--- src/rtl/mlp_pkg.sv ---
// Shared types for the time-multiplexed dense layer.
// Provides the datapath word, the ReLU helper and the FSM state enum.
package mlp_pkg;

  localparam int NBITS = 16;

  typedef logic [NBITS-1:0] word_t;

  typedef enum logic [1:0] {
    IDLE,
    RUN,
    DRAIN,
    DONE
  } state_e;

  // A negative two's-complement value clamps to zero.
  function automatic word_t relu(input word_t v);
    return v[NBITS-1] ? '0 : v;
  endfunction

endpackage

--- src/rtl/mlp_mac.sv ---
// Shared multiply-accumulate unit with a bias/ReLU finish step.
// Ports: a_i/b_i operands, en_i accumulate a*b, bias_en_i finish with bias b_i
// (acc cleared on the same edge), clr_i synchronous clear, y_o = relu(acc+b_i).
module mlp_mac
  import mlp_pkg::*;
(
  input  logic  clk,
  input  word_t a_i,
  input  word_t b_i,
  input  logic  en_i,
  input  logic  bias_en_i,
  input  logic  clr_i,
  output word_t y_o
);

  word_t acc_q;
  word_t acc_d;
  word_t prod;

  // All arithmetic wraps at the word width.
  assign prod = a_i * b_i;
  assign y_o  = relu(acc_q + b_i);

  always_comb begin
    acc_d = acc_q;
    if (bias_en_i) begin
      acc_d = '0;
    end else if (en_i) begin
      acc_d = acc_q + prod;
    end
  end

  always_ff @(posedge clk) begin
    if (clr_i) begin
      acc_q <= '0;
    end else begin
      acc_q <= acc_d;
    end
  end

endmodule

--- src/rtl/dense_layer_sequencer.sv ---
// Dense layer, one MAC reused: dout[j] = relu(sum_i din[i]*W[i][j] + b[j]).
// Ports: in_* valid/ready vector input, w_*/b_* synchronous weight and bias
// memory reads (data one cycle after strobe), out_* valid/ready result, busy.
module dense_layer_sequencer
  import mlp_pkg::*;
#(
  parameter int NBits = NBITS,
  parameter int D1    = 4,
  parameter int D2    = 4
) (
  input  logic                           clk,
  input  logic                           rst,
  input  logic                           in_valid,
  output logic                           in_ready,
  input  logic [D1-1:0][NBits-1:0]       in_data,
  output logic                           w_rd_en,
  output logic [$clog2(D1*D2)-1:0]       w_addr,
  input  logic [NBits-1:0]               w_rdata,
  output logic                           b_rd_en,
  output logic [$clog2(D2)-1:0]          b_addr,
  input  logic [NBits-1:0]               b_rdata,
  output logic                           out_valid,
  input  logic                           out_ready,
  output logic [D2-1:0][NBits-1:0]       out_data,
  output logic                           busy
);

  localparam int AW = $clog2(D1*D2);
  localparam int BW = $clog2(D2);
  localparam int KW = $clog2(D1+1);
  localparam int IW = (D1 > 1) ? $clog2(D1) : 1;

  localparam logic [KW-1:0] K_BIAS  = KW'(D1);
  localparam logic [KW-1:0] K_LASTW = KW'(D1-1);
  localparam logic [BW-1:0] J_LAST  = BW'(D2-1);

  state_e                   state_q;
  logic [KW-1:0]            k_q;
  logic [BW-1:0]            j_q;
  logic [D1-1:0][NBits-1:0] x_q;
  logic                     w_rd_en_q;
  logic                     b_rd_en_q;
  logic [AW-1:0]            w_addr_q;
  logic [BW-1:0]            b_addr_q;
  logic                     out_valid_q;

  logic                     w_ret_q;
  logic                     b_ret_q;
  logic [IW-1:0]            k_ret_q;
  logic [BW-1:0]            j_ret_q;
  logic [D2-1:0][NBits-1:0] out_q;

  word_t mac_b;
  word_t mac_y;

  // Ready is forced low while reset is held so nothing is
  // accepted on the reset edge itself.
  assign in_ready  = (state_q == IDLE) & ~rst;
  assign busy      = (state_q != IDLE);
  assign w_rd_en   = w_rd_en_q;
  assign w_addr    = w_addr_q;
  assign b_rd_en   = b_rd_en_q;
  assign b_addr    = b_addr_q;
  assign out_valid = out_valid_q;
  assign out_data  = out_q;

  always_ff @(posedge clk) begin
    if (rst) begin
      state_q     <= IDLE;
      k_q         <= '0;
      j_q         <= '0;
      x_q         <= '0;
      w_rd_en_q   <= 1'b0;
      b_rd_en_q   <= 1'b0;
      w_addr_q    <= '0;
      b_addr_q    <= '0;
      out_valid_q <= 1'b0;
    end else begin
      unique case (state_q)
        IDLE: begin
          if (in_valid) begin
            x_q       <= in_data;
            k_q       <= '0;
            j_q       <= '0;
            w_rd_en_q <= 1'b1;
            w_addr_q  <= '0;
            state_q   <= RUN;
          end
        end
        RUN: begin
          if (k_q == K_BIAS) begin
            // Bias issue ends a column; next column starts
            // immediately with its row-0 weight.
            b_rd_en_q <= 1'b0;
            if (j_q == J_LAST) begin
              state_q <= DRAIN;
            end else begin
              j_q       <= j_q + 1'b1;
              k_q       <= '0;
              w_rd_en_q <= 1'b1;
              w_addr_q  <= AW'(j_q + 1'b1);
            end
          end else begin
            k_q <= k_q + 1'b1;
            if (k_q == K_LASTW) begin
              w_rd_en_q <= 1'b0;
              b_rd_en_q <= 1'b1;
              b_addr_q  <= j_q;
            end else begin
              w_addr_q <= w_addr_q + AW'(D2);
            end
          end
        end
        DRAIN: begin
          state_q     <= DONE;
          out_valid_q <= 1'b1;
        end
        DONE: begin
          if (out_ready) begin
            out_valid_q <= 1'b0;
            state_q     <= IDLE;
          end
        end
        default: state_q <= IDLE;
      endcase
    end
  end

  // Return stage trails the issue stage by one cycle, matching
  // the memory read latency.
  always_ff @(posedge clk) begin
    if (rst) begin
      w_ret_q <= 1'b0;
      b_ret_q <= 1'b0;
      k_ret_q <= '0;
      j_ret_q <= '0;
      out_q   <= '0;
    end else begin
      w_ret_q <= w_rd_en_q;
      b_ret_q <= b_rd_en_q;
      k_ret_q <= IW'(k_q);
      j_ret_q <= j_q;
      if (b_ret_q) begin
        out_q[j_ret_q] <= mac_y;
      end
    end
  end

  assign mac_b = b_ret_q ? b_rdata : w_rdata;

  mlp_mac u_mac (
    .clk      (clk),
    .a_i      (x_q[k_ret_q]),
    .b_i      (mac_b),
    .en_i     (w_ret_q),
    .bias_en_i(b_ret_q),
    .clr_i    (rst),
    .y_o      (mac_y)
  );

endmodule

--- config.mk ---
export PLATFORM = sky130hd
export DESIGN_NAME = dense_layer_sequencer
export DESIGN_NICKNAME = d
export VERILOG_FILES = /design/src/rtl/mlp_pkg.sv /design/src/rtl/mlp_mac.sv /design/src/rtl/dense_layer_sequencer.sv
export SDC_FILE = /design/constraint.sdc
export NUM_CORES = 1
export LEC_CHECK = 0
export CAP_MARGIN = 20
export CORE_MARGIN = 2
export CORE_UTILIZATION = 40
export DETAILED_ROUTE_END_ITERATION = 12
export GPL_TIMING_DRIVEN = 1
export SYNTH_ARGS = -nofsm -noshare
export SYNTH_HDL_FRONTEND = slang
export SYNTH_SLANG_ARGS = --single-unit
--- constraint.sdc ---
create_clock -name clk -period 21.7 [get_ports clk]
set_clock_uncertainty 0.15 [all_clocks]
set_input_delay 5.425 -clock clk [delete_from_list [all_inputs] [get_ports clk]]
set_output_delay 5.425 -clock clk [all_outputs]
set_load 0.1 [all_outputs]
; Word level (Yosys, flattened, before mapping)
; Index checks and enable logic that the tools add are counted.
[op_classes]
add_sub_neg = 6
n_mul = 1
div_mod_pow = 0
magnitude_cmp = 3
n_eq_ne = 14
shifts = 0
n_mux = 34
n_bitwise = 3
reduce_logical = 16
[op_table]
columns = operator, n
row1 = $bwmux W64, 1
row2 = $mux W16, 3
row3 = $add A16 B16 Y16, 2
row4 = $bmux W16 S2, 1
row5 = $demux W16 S2, 1
row6 = $mul A16 B16 Y16, 1
row7 = $mux W4, 4
row8 = $reduce_and A4 Y1, 4
row9 = $mux W15, 1
row10 = $mux W2, 7
row11 = $ne A2 B2 Y1 const B, 5
row12 = $mux W3, 3
row13 = $ne A3 B3 Y1 const B, 3
row14 = $pmux W2 S4, 1
row15 = $pmux W4 S2, 1
row16 = $reduce_bool A2 Y1, 4
row17 = $mux W1, 7
row18 = $eq A2 B2 Y1 const B, 3
row19 = $lt A2 B3 Y1 const B, 2
row20 = $pmux W3 S2, 1
row21 = $reduce_and A2 Y1, 3
row22 = $reduce_and A3 Y1, 2
row23 = $add A4 B3 Y4 const B, 1
row24 = $pmux W1 S2, 2
row25 = other kinds (13), 14
[word_totals]
ff_bits = 166
latchBits = 0
mem_bits_rw = 0
romBits = 0
input_bits = 100
output_inout_bits = 75
elab_cells = 98
n_memories = 0

; Depth between registers and ports, before layout
; Gate-level depths: netlist of the first run.
[logic_depth]
word_depth = 5
depth_mapped = 25
mapped_depth_nobuf = 23

; Hierarchy
; From an unflattened synthesis of the first run, not the netlist that was laid out.
[hier_totals]
hier_cells = 1391
hier_area_um2 = 11771.3
[modules_own_cells]
columns = module, n_inst, cells_per_inst, area_each_um2, seq_area_each_um2
row1 = dense_layer_sequencer, 1, 711, 6052.1, 3002.9
row2 = mlp_mac, 1, 680, 5719.2, 320.3

; Worst setup path before layout of the first run
; OpenSTA, ideal clock, no wires.
[synth_path]
kind = input to output
startpoint = input rst
endpoint = output in_ready
t_arrival_ns = 7.366
required_ns = 16.125
slack_ns = 8.759
stages = 4
path_cell_list = buf_1 > clkbuf_1 > clkbuf_1 > nor2_1
[synth_via]
elab_chain_cells = 2
[synth_lines]
columns = item, line_no
row1 = "start, declared", dense_layer_sequencer.sv:12  ; input logic rst,
row2 = $not A1 Y1, dense_layer_sequencer.sv:58  ; assign in_ready = (state_q == IDLE) & ~rst;
row3 = $and A1 B1 Y1, dense_layer_sequencer.sv:58
row4 = "end, declared", dense_layer_sequencer.sv:14  ; output logic in_ready,
; Every way passes these cells.

; Final worst setup path of the first run
; Same ends and word-level chain as after synthesis.

==> impl_summary.md, run 1 <==
Pwr
The leakage power of the design is 5.77 nW. Across the VDD grid, the largest voltage drop is 0.118 mV. The power density normalized to cell area is roughly 110 nW/um^2. The design draws 1.54 mW.

Setup path
In this run the register-to-register setup slack is 14.74 ns. Tracing the worst setup path back leads to its startpoint at rst. For this run, the slowest stage of the critical path takes about 1.2 ns. The required time reported for the critical path endpoint is ~16 ns.

In this run the worst path has a maximum fanout of 49. Counting cells, the worst reg-to-reg path comes to 18. The signal on the critical path passes through buf_4 -> nor2_1 -> clkdlybuf4s50_1. The library cell contributing the largest single delay on the critical path is sky130_fd_sc_hd__clkdlybuf4s50_1. The endpoint class of the critical path is an output port. The reg-to-reg endpoint is u_mac.acc_q[15]. The class of the most critical setup path is input port to output port. Data on the critical path arrives at its endpoint at approximately 7 ns. The launch point of the worst reg-to-reg path is k_ret_q[1].

The worst setup path is launched from an input port.

Layout
The sequential cell area in the final layout is ~3200 um^2. The final layout contains about 1700 nets. The number of antenna diodes in the final layout is 0.

Leaving out fill and tap cells, the most frequent cell in the layout is sky130_fd_sc_hd__nand2_1. The finished layout holds around 1800 standard cells, fillers aside. In the final layout, the share of cells above drive strength 1 is 6.03%. The area growth from synthesis to layout is 23.0%. The count of filler cells inserted in the layout is approximately 2600.

The top cell types in the final layout, fill and taps aside, are sky130_fd_sc_hd__nand2_1 (240), sky130_fd_sc_hd__clkdlybuf4s50_1 (169), sky130_fd_sc_hd__inv_1 (165), sky130_fd_sc_hd__dfxtp_1 (162), sky130_fd_sc_hd__fa_1 (95). Summing all multi-input logic gate instances after layout gives between 7000 and 8000 um^2.

Timing
The final count of pins violating max slew is 0. In the final timing run, aggregate negative setup slack is 0 ns. The highest attainable clock frequency is approximately 79 MHz. The max-slew headroom at the worst pin is 29.9%.

The worst path needs between 10 and 15 ns of the cycle, external delays included. Hold is met by between 0.3 and 0.4 ns. The number of failing hold endpoints at the final stage is 0. The count of final setup violators is 0. The share of the clock period used by the worst path after layout is between 50% and 60%. Setup repair after global routing left no endpoint under its margin. The slew at the pin closest to its max-slew limit is 1.05 ns.

Yosys
The synthesized netlist cell count is ~1300. The multiplexer share of the synthesized area is under 10%. Of the total synthesized cell area, the portion taken by XOR and XNOR cells is 4.49%. The fraction of the mapped netlist area in compound gates is between 10 and 15%. The sequential cell area fraction in the yosys report is between 20% and 30%. For this run, asynchronously set or reset flops after synthesis account for 0%. Among all flip-flop cells after synthesis, the most frequent one is sky130_fd_sc_hd__dfxtp_1. After synthesis, the largest family of logic cells by area is adder cells. Summing the areas of all and, or, nand and nor instances in the mapped netlist gives between 15 and 20% of the synthesized area.

The synthesized netlist occupies a cell area of 11300 um^2. During synthesis, Yosys emitted a total of 0 warnings. The synthesized design contains 0 enable-type register cells. The adder-cell area share of the yosys netlist is approximately a quarter. The register bit count reported by yosys is approximately 160. The netlist uses 56 different library cells.

A synthesized cell averages roughly 9.0 um^2.

Placement
The cell total after placement is ~1800. The number of input and output port buffers inserted is 170. The last weighted congestion value of the routability-driven placer is about 0.86. The wire-length estimate of the detail-placed layout is between 20000 and 25000 um.

Routing
The first-pass detailed-route iteration total is 5. The ratio of routed vias to standard cells is ~5. The count of antenna-violating nets left after detailed routing is 0.

Dividing the detail-routed wire length by the instance count gives 17.3 um. Summed over all layers, the routed wires come to 30900 um. The via count of the routed design is around 9000. For this run, design rule violations remaining after detail routing come to 0. The first routing iteration left ~540 violations.

Global route
The global routing usage summed across all routing layers is a little over a fifth. The first global-routing pass estimated 48500 um of wire. The total congestion overflow is 0. The via count of the first global-routing pass is 8836. The number of antenna violations at the first check in global routing is 0. Entering global routing, the biggest net connects 77 pins.

Job
Across the run, the number of max-cap violations was 0.

Outcome
The run finished with clean final reports.

Die
In this run the horizontal extent of the chip is between 150 and 200 um. For this configuration, the core starts out at a cell density of approximately two fifths. The number of ports placed on the die boundary is between 150 and 200. The die covers just under 30000 um^2. The core box area is between 20000 and 30000 um^2. The floorplan has 61 rows.

The floorplan die height is ~170 um.

Clock network
The total setup buffers inserted after CTS is 0. The clock network latency to the later pin of the worst-skew pair is approximately 0.43 ns. The clock root buffer master is sky130_fd_sc_hd__clkbuf_16. TritonCTS built the clock tree. The quantity of gates resized following cts is 0. The CTS buffer count is 17. The clock tree synthesis step divided the H-tree into 4 levels.

In this run the deepest clock path goes through 2 buffers. The hold buffer count at CTS is 0. After clock tree synthesis, the clock-pin slew on the worst setup and hold paths is 0.06 ns. The clock net sink count is ~160.

Worst hold path
The startpoint identified for the worst hold timing path is x_q[57]. The worst min-delay path class is flip-flop to flip-flop. The worst hold path passes through 2 cells. For hold timing, the worst endpoint is x_q[57].
[power by group]
part / internal (mW) / switching [mW]
Sequential: 0.336 / 0.0302
Combinational: 0.356 / 0.517
Clock: 0.154 / 0.146
[cells by family (layout without fill, tap and decap cells)]
kind of cell,count (synthesis),in the layout
xor gates and xnor gates,57,57
and+or+nand+nor,400,400
adders and majority gates,170,170
muxes,49,49
AOI/OAI and AO/OA,193,193
DFF,162,162
buffers and inverters,228,375
other,1,4
[worst max-delay path by stage]
stage | to | cells past startpoint
after floorplan | in_ready | 4
after global placement | in_ready | 3
after detailed placement | in_ready | 3
after CTS | in_ready | 3
after global routing | in_ready | 3
final | in_ready | 3
[Yosys cell counts, types with 3 or more instances]
master,instances,area (um^2)
sky130_fd_sc_hd__o41ai_1,6,52.6
sky130_fd_sc_hd__and2_1,41,257
sky130_fd_sc_hd__clkbuf_1,44,165
sky130_fd_sc_hd__a22o_1,41,359
sky130_fd_sc_hd__a31oi_1,3,18.8
sky130_fd_sc_hd__mux2i_1,18,180
sky130_fd_sc_hd__xnor2_1,45,394
sky130_fd_sc_hd__buf_4,6,45.0
sky130_fd_sc_hd__buf_1,8,30.0
sky130_fd_sc_hd__nand2_1,241,905
sky130_fd_sc_hd__nor2b_1,11,68.8
sky130_fd_sc_hd__o21ai_0,19,95.1
sky130_fd_sc_hd__ha_1,75,938
sky130_fd_sc_hd__nor3_1,11,55.1
sky130_fd_sc_hd__mux4_2,14,315
sky130_fd_sc_hd__nand2b_1,5,31.3
sky130_fd_sc_hd__fa_1,95,1900
sky130_fd_sc_hd__o31ai_1,9,67.6
sky130_fd_sc_hd__o21a_1,3,22.5
sky130_fd_sc_hd__nand3_1,9,45.0
sky130_fd_sc_hd__xor2_1,11,96.3
sky130_fd_sc_hd__nand3b_1,22,165
sky130_fd_sc_hd__inv_1,165,619
sky130_fd_sc_hd__buf_2,3,15.0
sky130_fd_sc_hd__o21bai_1,3,22.5
sky130_fd_sc_hd__a21oi_1,88,440
sky130_fd_sc_hd__a21o_1,6,45.0
sky130_fd_sc_hd__nor2_1,48,180
sky130_fd_sc_hd__mux2_2,15,169
sky130_fd_sc_hd__nor3_4,3,48.8
sky130_fd_sc_hd__dfxtp_1,162,3240
[state kept, by name, indices dropped and copies added, names as in the netlist]
| register | cells |
|---|---|
| b_addr | 2 |
| j_q | 2 |
| w_rd_en | 1 |
| w_ret_q | 1 |
| out_data | 60 |
| w_addr | 4 |
| state_q | 2 |
| k_q | 3 |
| j_ret_q | 2 |
| x_q | 64 |
| u_mac.acc_q | 16 |
| k_ret_q | 2 |
| b_rd_en | 1 |
| b_ret_q | 1 |
| out_valid | 1 |
[area by class of cell]
class / count / share of cell area (%)
Clock buffer: 17 / 3.06
Clock inverter: 15 / 1.20
Inverter: 165 / 4.46
Multi-Input combinational cell: 873 / 51.6
Sequential cell: 162 / 23.3
Tap cell: 378 / 3.40
Timing Repair Buffer: 178 / 12.9
[per-layer routing]
layer  wire [um]  global-route usage, %  up-vias
met5           0                      0        -
met4         791                   6.58        0
met3        1520                   3.73       42
met2       15500                   37.8      229
met1       13000                   27.0     4360
li1            -                      -     4351
[critical path, delay by kind of cell]
kind	cells	cell delay, ns
AND/OR/NAND/NOR	1	0.16
buffers and inverters	2	1.41
[metrics by stage]
step	utilization [%]	area (um^2)	worst slack, ns
after floorplan	-	11300	8.76
after global placement	47.7	13300	9.11
after detailed placement	47.8	13300	9.13
after CTS	49.9	13900	9.11
after global routing	50.0	13900	9.07
final	50.0	13900	9.11
Note: power is estimated with default switching activity, not from simulation.
==> run 2, diff against run 1 <==
clock period = 12.7 ns   (was 21.7 ns; I/O delays follow)
==> run 2 against run 1 <==
Wire length up 1.7%. Design area up 0.21%. Worst hold slack better by 0.0010 ns. Die area unchanged. First-iteration DRC count down 9.2%. Sequential cell count unchanged. Critical endpoint is now u_mac.acc_q[15].
==> impl_summary.md, run 2 (synthesis results as in run 1) <==
Outcome
Status: finished clean (unchanged).

Placement
The cell total after placement came to 1751 (was 1755). The last weighted congestion value of the routability-driven placer is 0.853 (was 0.857). The number of input and output port buffers inserted is 170 (unchanged). The half-perimeter wire length after placement was 23700 um (was 23000 um).

Pwr
The portion of total power attributed to combinational logic is 55.9% (was 56.7%). The power density normalized to cell area is 192 nW/um^2 (was 111 nW/um^2). The leakage power of the design is 5.77 nW (about the same).

The net switching power of the design is 1.20 mW (was 693 uW). The peak supply drop is 0.218 mV (was 0.118 mV). The total power draw is 2.68 mW (was 1.54 mW). The switching share of power was 45.0% (about the same). The sequential share of power came to 23.5% (was 23.8%).

The relative contribution of the clock network to total power is 20.6% (was 19.5%). The internal power consumption is 1.47 mW (was 846 uW).

Layout
The largest register by flop count is x_q (unchanged). The synthesis-to-finish area growth was 23.2% (was 23.0%). The number of antenna cells inserted is 0 (unchanged). The count of filler cells inserted in the layout is 2634 (was 2640). The leading cell type in the layout, fill and taps excluded is sky130_fd_sc_hd__nand2_1 (unchanged).

The share of final-layout standard cells stronger than drive strength 1 is 5.83% (was 6.03%). The number of flip-flops under the largest register name is 64 (unchanged). The final cell count without fillers is 1785 (was 1788). Commonest cells after routing, fill and taps aside: sky130_fd_sc_hd__nand2_1 (240), sky130_fd_sc_hd__clkdlybuf4s50_1 (169), sky130_fd_sc_hd__inv_1 (165), sky130_fd_sc_hd__dfxtp_1 (162), sky130_fd_sc_hd__fa_1 (95) (unchanged). The final-stage net count is 1664 (was 1667).

Routing
The via count of the routed design was 8937 (was 8982). The iteration-0 DRC count of the detailed router is 492 (was 542). The count of antenna-violating nets left after detailed routing is 0 (unchanged).

The first-pass detailed-route iteration total came to 6 (was 5). The number of design rule violations left after detail routing was 0 (unchanged). The wire length after detailed routing is 31400 um (was 30900 um). The routed wire length per instance is 17.6 um (was 17.3 um).

The ratio of routed vias to standard cells is 5.01 (was 5.02).

Timing
Setup repair after global routing missed its margin: no (unchanged). The smallest hold slack is 0.302 ns (was 0.301 ns). The final count of pins violating max slew is 0 (unchanged). Based on the critical path, the design can be clocked at up to 116 MHz. The max-slew headroom at the worst pin is 27.0% (was 29.9%). The number of failing hold endpoints at the final stage came to 0 (unchanged). The final critical delay including setup and external delays is ~8.6 ns. The slew at the pin closest to its max-slew limit came to 1.09 ns (was 1.05 ns).

The share of the clock period used by the worst path after layout is between 60% and 70%. The count of final setup violators is 0 (unchanged). The post-route setup TNS was 0 ns (unchanged).

Worst hold path
The worst min-delay path class is flip-flop to flip-flop (unchanged).

Die
The floorplan die width is 172 um (unchanged). The effective utilization at floorplan came to 40.7% (unchanged). The total die area is 29600 um^2 (unchanged). The site row count is 61 (unchanged). The floorplan die height is 172 um (unchanged). The core box area is 27800 um^2 (unchanged). The number of ports placed on the die boundary is 175 (unchanged).

Clock network
The total setup buffers inserted after CTS is 0 (unchanged). The hold buffer count at CTS is 0 (unchanged). The clock net sink count is 162 (unchanged). The clock root buffer master is sky130_fd_sc_hd__clkbuf_16 (unchanged). The CTS buffer count is 17 (unchanged). The worst-case clock buffer depth is 2 (unchanged). The clock tree from TritonCTS is done (unchanged). The H-tree level count is 4 (unchanged). The clock transition time at the flip-flop clock pins of the worst setup and hold paths is 0.07 ns (was 0.06 ns). The clock network latency to the later pin of the worst-skew pair was 0.44 ns (was 0.43 ns). The quantity of gates resized following cts is 0 (unchanged).

Global route
The wire length of the first global-routing pass was 49800 um (was 48500 um). The global routing usage summed across all routing layers is 22.1% (was 21.5%). The largest net degree at the start of global routing is 84 (was 77). The via count of the first global-routing pass is 9077 (was 8836). The total congestion overflow is 0 (unchanged). The number of antenna violations at the first check in global routing is 0 (unchanged).

Setup path
The register-to-register path setup slack was 5.81 ns (was 14.74 ns). The required time reported for the critical path endpoint is 12.91 ns (was 16.12 ns). The largest driver fanout on the critical path is 17 (was 49). The arrival time of the worst setup path came to 8.85 ns (was 7.02 ns).

The critical path startpoint category is an input port (unchanged). The endpoint class of the critical path is a flip-flop (was output port). The class of the most critical setup path is input port to flip-flop (was input port to output port).

Job
The max capacitance violation total is 0 (unchanged).
[run 2: cell types whose count changed in the layout (fill, tap and decap cells not counted), sizes merged]
cell      change
inv           +1
clkinvlp      -1
bufinv        +1
buf           -3
clkinv        -1
[run 2: metal layers]
layer	wire, um	track usage (%)	share of wire [%]	vias up
met4	1150	8.73	3.7	0
met1	13900	28.7	44	4313
li1	-	-	-	4336
met3	1400	3.69	4.5	62
met5	0	0	0	-
met2	14900	36.7	48	226
[run 2: cell type report]
cell class | count | area (um^2) | share of cell area [%]
multi-input combinational | 873 | 7170 | 51.5
sequential | 162 | 3240 | 23.3
timing repair buffer | 175 | 1780 | 12.8
inverter | 165 | 619 | 4.45
tap | 378 | 473 | 3.40
clock buffer | 17 | 425 | 3.06
clock inverter | 15 | 205 | 1.47
[run 2: power by group through the flow]
| stage | clock (mW) | combinational (mW) | sequential [mW] |
|---|---|---|---|
| 2_1_floorplan | 0 | 1.14 | 0.641 |
| 3_3_place_gp | 0 | 1.46 | 0.646 |
| 3_5_place_dp | 0 | 1.49 | 0.648 |
| 4_1_cts | 0.561 | 1.50 | 0.637 |
| 5_1_grt | 0.585 | 1.69 | 0.638 |
| 6_report | 0.551 | 1.50 | 0.628 |
[run 2: through the flow]
| step | setup slack, ns | area (um^2) | utilization, % |
|---|---|---|---|
| 2_1_floorplan | 4.21 | 11300 | - |
| 3_3_place_gp | 3.67 | 13200 | 47.6 |
| 3_5_place_dp | 3.60 | 13200 | 47.7 |
| 4_1_cts | 4.08 | 13900 | 49.9 |
| 5_1_grt | 3.75 | 13900 | 50.1 |
| 6_report | 4.06 | 13900 | 50.1 |
[run 2: final timing paths]
check | to | start | cells past startpoint
worst min register to register | x_q[40] | x_q[40] | 2
worst max register to register | u_mac.acc_q[15] | k_ret_q[1] | 18
worst min-delay path | x_q[40] | x_q[40] | 2
worst max-delay path | u_mac.acc_q[15] | b_rdata[1] | 19
[run 2: worst max-delay path, cell delays in order]
cell                              delay, ns
sky130_fd_sc_hd__clkdlybuf4s50_1       0.45
sky130_fd_sc_hd__mux2_2                0.39
sky130_fd_sc_hd__nand2_1               0.15
sky130_fd_sc_hd__fa_1                  0.52
sky130_fd_sc_hd__fa_1                  0.54
sky130_fd_sc_hd__inv_1                 0.05
sky130_fd_sc_hd__fa_1                  0.50
sky130_fd_sc_hd__inv_1                 0.06
sky130_fd_sc_hd__fa_1                  0.55
sky130_fd_sc_hd__fa_1                  0.43
sky130_fd_sc_hd__fa_1                  0.49
sky130_fd_sc_hd__inv_1                 0.04
sky130_fd_sc_hd__ha_1                  0.33
sky130_fd_sc_hd__and2_1                0.18
sky130_fd_sc_hd__o21ai_0               0.13
sky130_fd_sc_hd__o21ai_0               0.16
sky130_fd_sc_hd__o41ai_1               0.34
sky130_fd_sc_hd__xnor2_1               0.14
sky130_fd_sc_hd__a211oi_2              0.21
